==> config.mk <==
export PLATFORM = sky130hd
export DESIGN_NAME = serial_subtractor
export DESIGN_NICKNAME = d
export VERILOG_FILES = /design/src/rtl/sub_pkg.sv /design/src/rtl/full_subtractor.sv /design/src/rtl/serial_subtractor.sv
export SDC_FILE = /design/constraint.sdc
export NUM_CORES = 1
export LEC_CHECK = 0
export ABC_AREA = 1
export CORE_MARGIN = 2
export CORE_UTILIZATION = 50
export CTS_CLUSTER_SIZE = 12
export DETAILED_ROUTE_END_ITERATION = 8
export DONT_BUFFER_PORTS = 1
export SYNTH_ARGS = -nofsm -noshare
export SYNTH_HDL_FRONTEND = slang
export SYNTH_SLANG_ARGS = --single-unit
==> constraint.sdc <==
create_clock -name CLK -period 1.99 [get_ports CLK]
set_input_delay 0.2985 -clock CLK [delete_from_list [all_inputs] [get_ports CLK]]
set_output_delay 0.2985 -clock CLK [all_outputs]
set_load 0.05 [all_outputs]
==> src/rtl/sub_pkg.sv <==
// Shared types and constants for the bit-serial subtractor.
package sub_pkg;

  // Controller states of the serial subtractor.
  typedef enum logic [1:0] {
    IDLE = 2'd0,
    RUN  = 2'd1,
    FIN  = 2'd2
  } state_e;

  // Operand width used when the parent does not override it.
  localparam int unsigned DEFAULT_WIDTH = 32'd8;

endpackage : sub_pkg

==> src/rtl/full_subtractor.sv <==
// Single-bit full-subtractor cell: DIFF = X - Y - BORROW_IN.
// This is the subtract-direction sibling of the Full_Adder cell.
module full_subtractor (
  input  logic X,
  input  logic Y,
  input  logic BORROW_IN,
  output logic DIFF,
  output logic BORROW_OUT
);

  logic x_xor_y_s;

  // Difference bit and borrow generation for one bit position.
  always_comb begin
    x_xor_y_s  = X ^ Y;
    DIFF       = x_xor_y_s ^ BORROW_IN;
    // A borrow comes out when Y beats X outright, or when the bits tie
    // and a borrow was already pending from the lower position.
    BORROW_OUT = (~X & Y) | (~x_xor_y_s & BORROW_IN);
  end

endmodule : full_subtractor

==> src/rtl/serial_subtractor.sv <==
// Bit-serial two's-complement subtractor, DIFF = X - Y, LSB first.
// One bit is processed per clock through a single full-subtractor cell;
// the result is published (DIFF/BORROW_OUT) only on the edge entering FIN.
module serial_subtractor
  import sub_pkg::*;
#(
  parameter int unsigned WIDTH = DEFAULT_WIDTH
) (
  input  logic             CLK,
  input  logic             RST,
  input  logic             START,
  input  logic [WIDTH-1:0] X,
  input  logic [WIDTH-1:0] Y,
  output logic             BUSY,
  output logic             DONE,
  output logic [WIDTH-1:0] DIFF,
  output logic             BORROW_OUT
);

  localparam int unsigned      CNT_W    = $clog2(WIDTH + 1);
  localparam logic [CNT_W-1:0] LAST_CNT = CNT_W'(WIDTH - 1);

  // Controller state.
  state_e           state_q, state_d;

  // Datapath: operand shift registers, result shift register, borrow, count.
  logic [WIDTH-1:0] sx_q, sx_d;
  logic [WIDTH-1:0] sy_q, sy_d;
  logic [WIDTH-1:0] res_q, res_d;
  logic             borrow_q, borrow_d;
  logic [CNT_W-1:0] cnt_q, cnt_d;

  // Registered outputs.
  logic             busy_q, busy_d;
  logic             done_q, done_d;
  logic [WIDTH-1:0] diff_q, diff_d;
  logic             bout_q, bout_d;

  // Outputs of the single subtractor cell.
  logic             cell_diff_s;
  logic             cell_bout_s;

  full_subtractor u_cell (
    .X          (sx_q[0]),
    .Y          (sy_q[0]),
    .BORROW_IN  (borrow_q),
    .DIFF       (cell_diff_s),
    .BORROW_OUT (cell_bout_s)
  );

  // Next-state, datapath and output decode for the three-state controller.
  always_comb begin
    state_d  = state_q;
    sx_d     = sx_q;
    sy_d     = sy_q;
    res_d    = res_q;
    borrow_d = borrow_q;
    cnt_d    = cnt_q;
    busy_d   = 1'b0;
    done_d   = 1'b0;
    diff_d   = diff_q;
    bout_d   = bout_q;

    case (state_q)
      IDLE: begin
        if (START) begin
          // Capture operands now; later changes on X/Y are irrelevant.
          sx_d     = X;
          sy_d     = Y;
          res_d    = {WIDTH{1'b0}};
          borrow_d = 1'b0;
          cnt_d    = {CNT_W{1'b0}};
          busy_d   = 1'b1;
          state_d  = RUN;
        end else begin
          state_d  = IDLE;
        end
      end

      RUN: begin
        sx_d     = {1'b0, sx_q[WIDTH-1:1]};
        sy_d     = {1'b0, sy_q[WIDTH-1:1]};
        res_d    = {cell_diff_s, res_q[WIDTH-1:1]};
        borrow_d = cell_bout_s;
        cnt_d    = cnt_q + CNT_W'(1);
        if (cnt_q == LAST_CNT) begin
          // Last bit: publish the completed word and the final borrow so
          // they are already valid in the DONE cycle.
          diff_d  = {cell_diff_s, res_q[WIDTH-1:1]};
          bout_d  = cell_bout_s;
          done_d  = 1'b1;
          state_d = FIN;
        end else begin
          busy_d  = 1'b1;
          state_d = RUN;
        end
      end

      FIN: begin
        // Single DONE cycle; START seen here is dropped, not queued.
        state_d = IDLE;
      end

      default: begin
        state_d = IDLE;
      end
    endcase
  end

  // State and datapath registers with synchronous reset taking priority.
  always_ff @(posedge CLK) begin
    if (RST) begin
      state_q  <= IDLE;
      sx_q     <= {WIDTH{1'b0}};
      sy_q     <= {WIDTH{1'b0}};
      res_q    <= {WIDTH{1'b0}};
      borrow_q <= 1'b0;
      cnt_q    <= {CNT_W{1'b0}};
      busy_q   <= 1'b0;
      done_q   <= 1'b0;
      diff_q   <= {WIDTH{1'b0}};
      bout_q   <= 1'b0;
    end else begin
      state_q  <= state_d;
      sx_q     <= sx_d;
      sy_q     <= sy_d;
      res_q    <= res_d;
      borrow_q <= borrow_d;
      cnt_q    <= cnt_d;
      busy_q   <= busy_d;
      done_q   <= done_d;
      diff_q   <= diff_d;
      bout_q   <= bout_d;
    end
  end

  assign BUSY       = busy_q;
  assign DONE       = done_q;
  assign DIFF       = diff_q;
  assign BORROW_OUT = bout_q;

endmodule : serial_subtractor

==> results.md <==
- The proportion of synthesized chip area in sequential cells is 0.469.
- The clock drives 40 sinks.
- The internal power contribution is approximately 1.2 mW.
- The standard-cell row count is 21.
- The number of failing hold endpoints at the final stage came to 0.
- Among all cell types in the netlist, the one instantiated most often is sky130_fd_sc_hd__nand2_1.
- The horizontal die dimension is between 60 and 70 um.
- The commonest cells after synthesis are sky130_fd_sc_hd__nand2_1, sky130_fd_sc_hd__dfxtp_1, sky130_fd_sc_hd__nor2_1.
- The count of nets left with antenna violations after detail routing is 0.
- Input and output buffers added on the ports amount to 0.
- The endpoint arrival time on the critical path is 1.92 ns.
- The count of synthesis-stage warnings from yosys is 0.
- The share of total power dissipated in combinational logic is 0.093.
- The classification of the worst setup path is flip-flop to flip-flop.
- The routed layout has 1413 vias.
- The top achievable clock speed is a little over 600 MHz.
- For this run, design rule violations remaining after detail routing come to 0.
- The final-report max-slew violation count is 0.
- Relative to the synthesized area, the layout overhead comes to 7.18%.
- The switching power is 0.386 mW.
- In this run, post-CTS repair resized a total of 0 instances.
- The unique cell type count in the Yosys netlist is 17.
- From bottom edge to top edge, the die measures about 62 um.
- The wire length per cell after detailed routing is 11.3 um.
- The number of antenna violations at the first check in global routing is 0.
- The number of buffers and inverters on the critical path is 1.
- In the routed layout, each cell is associated on average with a via count of 4.77.
- The gate count after technology mapping is approximately 250.
- The worst register-to-register path begins at state_q[0]$_SDFF_PP0_.
- 0 antenna diodes ended up in the layout.
- Across the run, the number of max-cap violations was 0.
- For this run, the detailed router's first-pass iteration total came to 4.
- Setup repair after global routing left no endpoint under its margin.
- Of the total power, the share spent switching nets is 0.247.
- The final layout contains routed wiring with a total length of roughly 3.3 mm.
- The flow ran to the end, and the final reports show no timing, DRC or antenna violations.
- The die covers a little under 4000 um^2.
- TritonCTS built the clock tree.
- The number of global-route vias before repair came to roughly 1300.
- Clock-pin slew was measured on the worst setup and hold paths at around 0.13 ns.
- The initial standard-cell utilization of the core is 0.515.
- At the pin with the least slew margin, the transition time is ~1.1 ns.
- Across every metal layer, demand over resource in global routing totals 0.192.
- The signal on the critical path passes through o21ai_2 -> nand2_1 -> inv_1 -> nor2_1 -> nor2_1.
- The most used flip-flop cell after synthesis is sky130_fd_sc_hd__dfxtp_1.
- In the finished design, the share of the clock period the worst path needs comes to 0.822.
- The critical-path maximum fanout is 27.
- Of the post-synthesis cell area, the dominant cell type holds 0.469.
- The largest area contributor in the synthesized netlist is sky130_fd_sc_hd__dfxtp_1.
- After global routing the overflow that remains totals 0.
- Of the cells placed in the final design, the portion with a size suffix greater than 1 is 0.0640.
- The min-delay analysis places its worst path in the category input port to flip-flop.
- The starting DRC count in detailed routing is 95.
- The final setup violation count is 0.
- Adding up every negative setup slack in the final design gives 0 ns.
- The standby leakage power is between 0.8 and 0.9 nW.
- The net count of the finished layout is 270.
- The share of total power in the clock network is 0.366.
- Averaged over all synthesized cells, the footprint is 6.85 um^2.
- The final estimated routing congestion in global placement is around 0.8.
- The number of nets in the synthesized netlist is 270.
- The shortest clock period the worst path allows after layout is approximately 1.6 ns.
- The kind of cell with the highest combined delay along the critical path is compound AO/OA/AOI/OAI gates.
- The cell type of the slowest stage on the worst timing path is sky130_fd_sc_hd__o21ai_2.
- The count of state elements after synthesis is 40.
- For this run, asynchronously set or reset flops after synthesis account for 0.
- Entering global routing, the biggest net connects 28 pins.
- The first global-routing pass estimated between 5 and 6 mm of wire.
- The clock passes through at most 2 buffers.
- The root buffer cell chosen for the clock tree is sky130_fd_sc_hd__clkbuf_4.
- The HPWL after detailed placement is 2.21 mm.
- The share of total power in sequential cells is 0.541.
- The worst setup path is captured at a flip-flop.
- The worst slew slack as a fraction of its limit is 0.288.
- The total power is between 1.5 and 2 mW.
- Buffers inserted during clock tree synthesis total 5.
- Dividing total power by cell area gives a power density of 856 nW/um^2.
- By area the synthesized netlist is led by sky130_fd_sc_hd__dfxtp_1, sky130_fd_sc_hd__nand2_1, sky130_fd_sc_hd__nand3_1, sky130_fd_sc_hd__nor2_1, sky130_fd_sc_hd__inv_1.
- The clock latency on the worst-skew pair is about 0.34 ns.
- The core box area is about 3300 um^2.
- The worst min-delay path startpoint is RST.
- The post-synthesis cell area is ~1700 um^2.
- The worst clock skew on the final layout is 0.00935 ns.
- In this run, synthesis inferred 0 flip-flops with an integrated enable.
- The number of top-level pins is 30.
- The cell repeated most along the worst path is sky130_fd_sc_hd__nor2_1.
- The type of origin of the critical path is a flip-flop.
- The delay of the slowest cell on the worst path is ~0.85 ns.
- VDD sags by at most ~0.00044 V.
- The critical path starts at state_q[0]$_SDFF_PP0_.
- The data required time of the worst path is around 2.3 ns.
- The H-tree generated during clock tree synthesis spans 2 levels.
timing repair:
| item | in CTS | in global routing |
|---|---|---|
| hold buffers | 1 | 0 |
| endpoints found under the hold margin | 24 | 0 |
| setup buffers | 0 | 0 |
layout by cell type (no fill, tap or decap):
master                          count
sky130_fd_sc_hd__nand2_2            1
sky130_fd_sc_hd__clkinv_4           1
sky130_fd_sc_hd__nand2_1           85
sky130_fd_sc_hd__bufinv_16          1
sky130_fd_sc_hd__inv_1             29
sky130_fd_sc_hd__dfxtp_1           40
sky130_fd_sc_hd__ha_1               1
sky130_fd_sc_hd__clkbuf_8           1
sky130_fd_sc_hd__buf_4              3
sky130_fd_sc_hd__inv_2              1
sky130_fd_sc_hd__fa_1               1
sky130_fd_sc_hd__o21ai_2            1
sky130_fd_sc_hd__dlygate4sd3_1      1
sky130_fd_sc_hd__nor2_1            31
sky130_fd_sc_hd__nand3_1           27
sky130_fd_sc_hd__nor2_4             2
sky130_fd_sc_hd__o21ai_0            1
sky130_fd_sc_hd__clkbuf_4           5
sky130_fd_sc_hd__a21oi_1           18
kinds of logic (layout without fill, tap and decap cells):
group | count (synthesis) | in the layout | share of synthesized area
compound gates | 20 | 20 | 0.0609
fa+ha+maj | 2 | 2 | 0.0191
buf+inv | 41 | 42 | 0.0997
flops | 40 | 40 | 0.469
simple gates | 146 | 146 | 0.351
area by class of cell:
| cell class | count | area [um^2] |
|---|---|---|
| clock buffers | 6 | 51.3 |
| clock inverters | 2 | 38.8 |
| fillers | 360 | 1480 |
| inverters | 30 | 113 |
| multi-input cells | 168 | 736 |
| flip-flops and latches | 40 | 801 |
| well taps | 46 | 57.6 |
| repair buffers | 4 | 32.5 |
path summary, 6_finish.rpt:
check | endpoint | slack [ns] | depth (start not counted)
hold / removal | DONE$_SDFF_PP0_ | 0.03 | 1
setup / recovery | sy_q[1]$_SDFFE_PP0P_ | 0.36 | 5
hold reg to reg | sy_q[6]$_SDFFE_PP0P_ | 0.45 | 2
setup reg to reg | sy_q[1]$_SDFFE_PP0P_ | 0.36 | 5
per-stage QoR:
| step | cell area, um^2 | hold WS [ns] | worst slack, ns | utilization | cells |
|---|---|---|---|---|---|
| global route | 1830 | 0.00311 | 0.163 | 0.553 | 296 |
| CTS | 1830 | 0.0129 | 0.343 | 0.553 | 296 |
| global placement | 1730 | 0.370 | 0.470 | 0.522 | 287 |
| floorplan | 1710 | 0.422 | 0.546 | - | 249 |
| finish | 1830 | 0.0279 | 0.355 | 0.553 | 296 |
| detailed placement | 1730 | 0.372 | 0.395 | 0.522 | 287 |
power groups by stage:
stage / clock, mW / sequential, mW / combinational [mW]
finish: 0.573 / 0.847 / 0.146
global route: 0.623 / 0.851 / 0.171
floorplan: 0 / 0.867 / 0.119
global placement: 0 / 0.863 / 0.134
detailed placement: 0 / 0.865 / 0.137
CTS: 0.593 / 0.847 / 0.147
sequential cells by signal, summed over array words and instances (netlist names):
| name | count |
|---|---|
| res_q | 7 |
| borrow_q | 1 |
| DIFF | 8 |
| state_q | 2 |
| BORROW_OUT | 1 |
| sx_q | 8 |
| DONE | 1 |
| cnt_q | 4 |
| sy_q | 8 |
metal layers:
layer | GRT usage | share of wire
met4 | 0.0583 | 0.0090
met2 | 0.301 | 0.44
met5 | 0 | 0
met1 | 0.247 | 0.49
met3 | 0.0721 | 0.064
No activity file was read; power rests on OpenSTA's default activity.
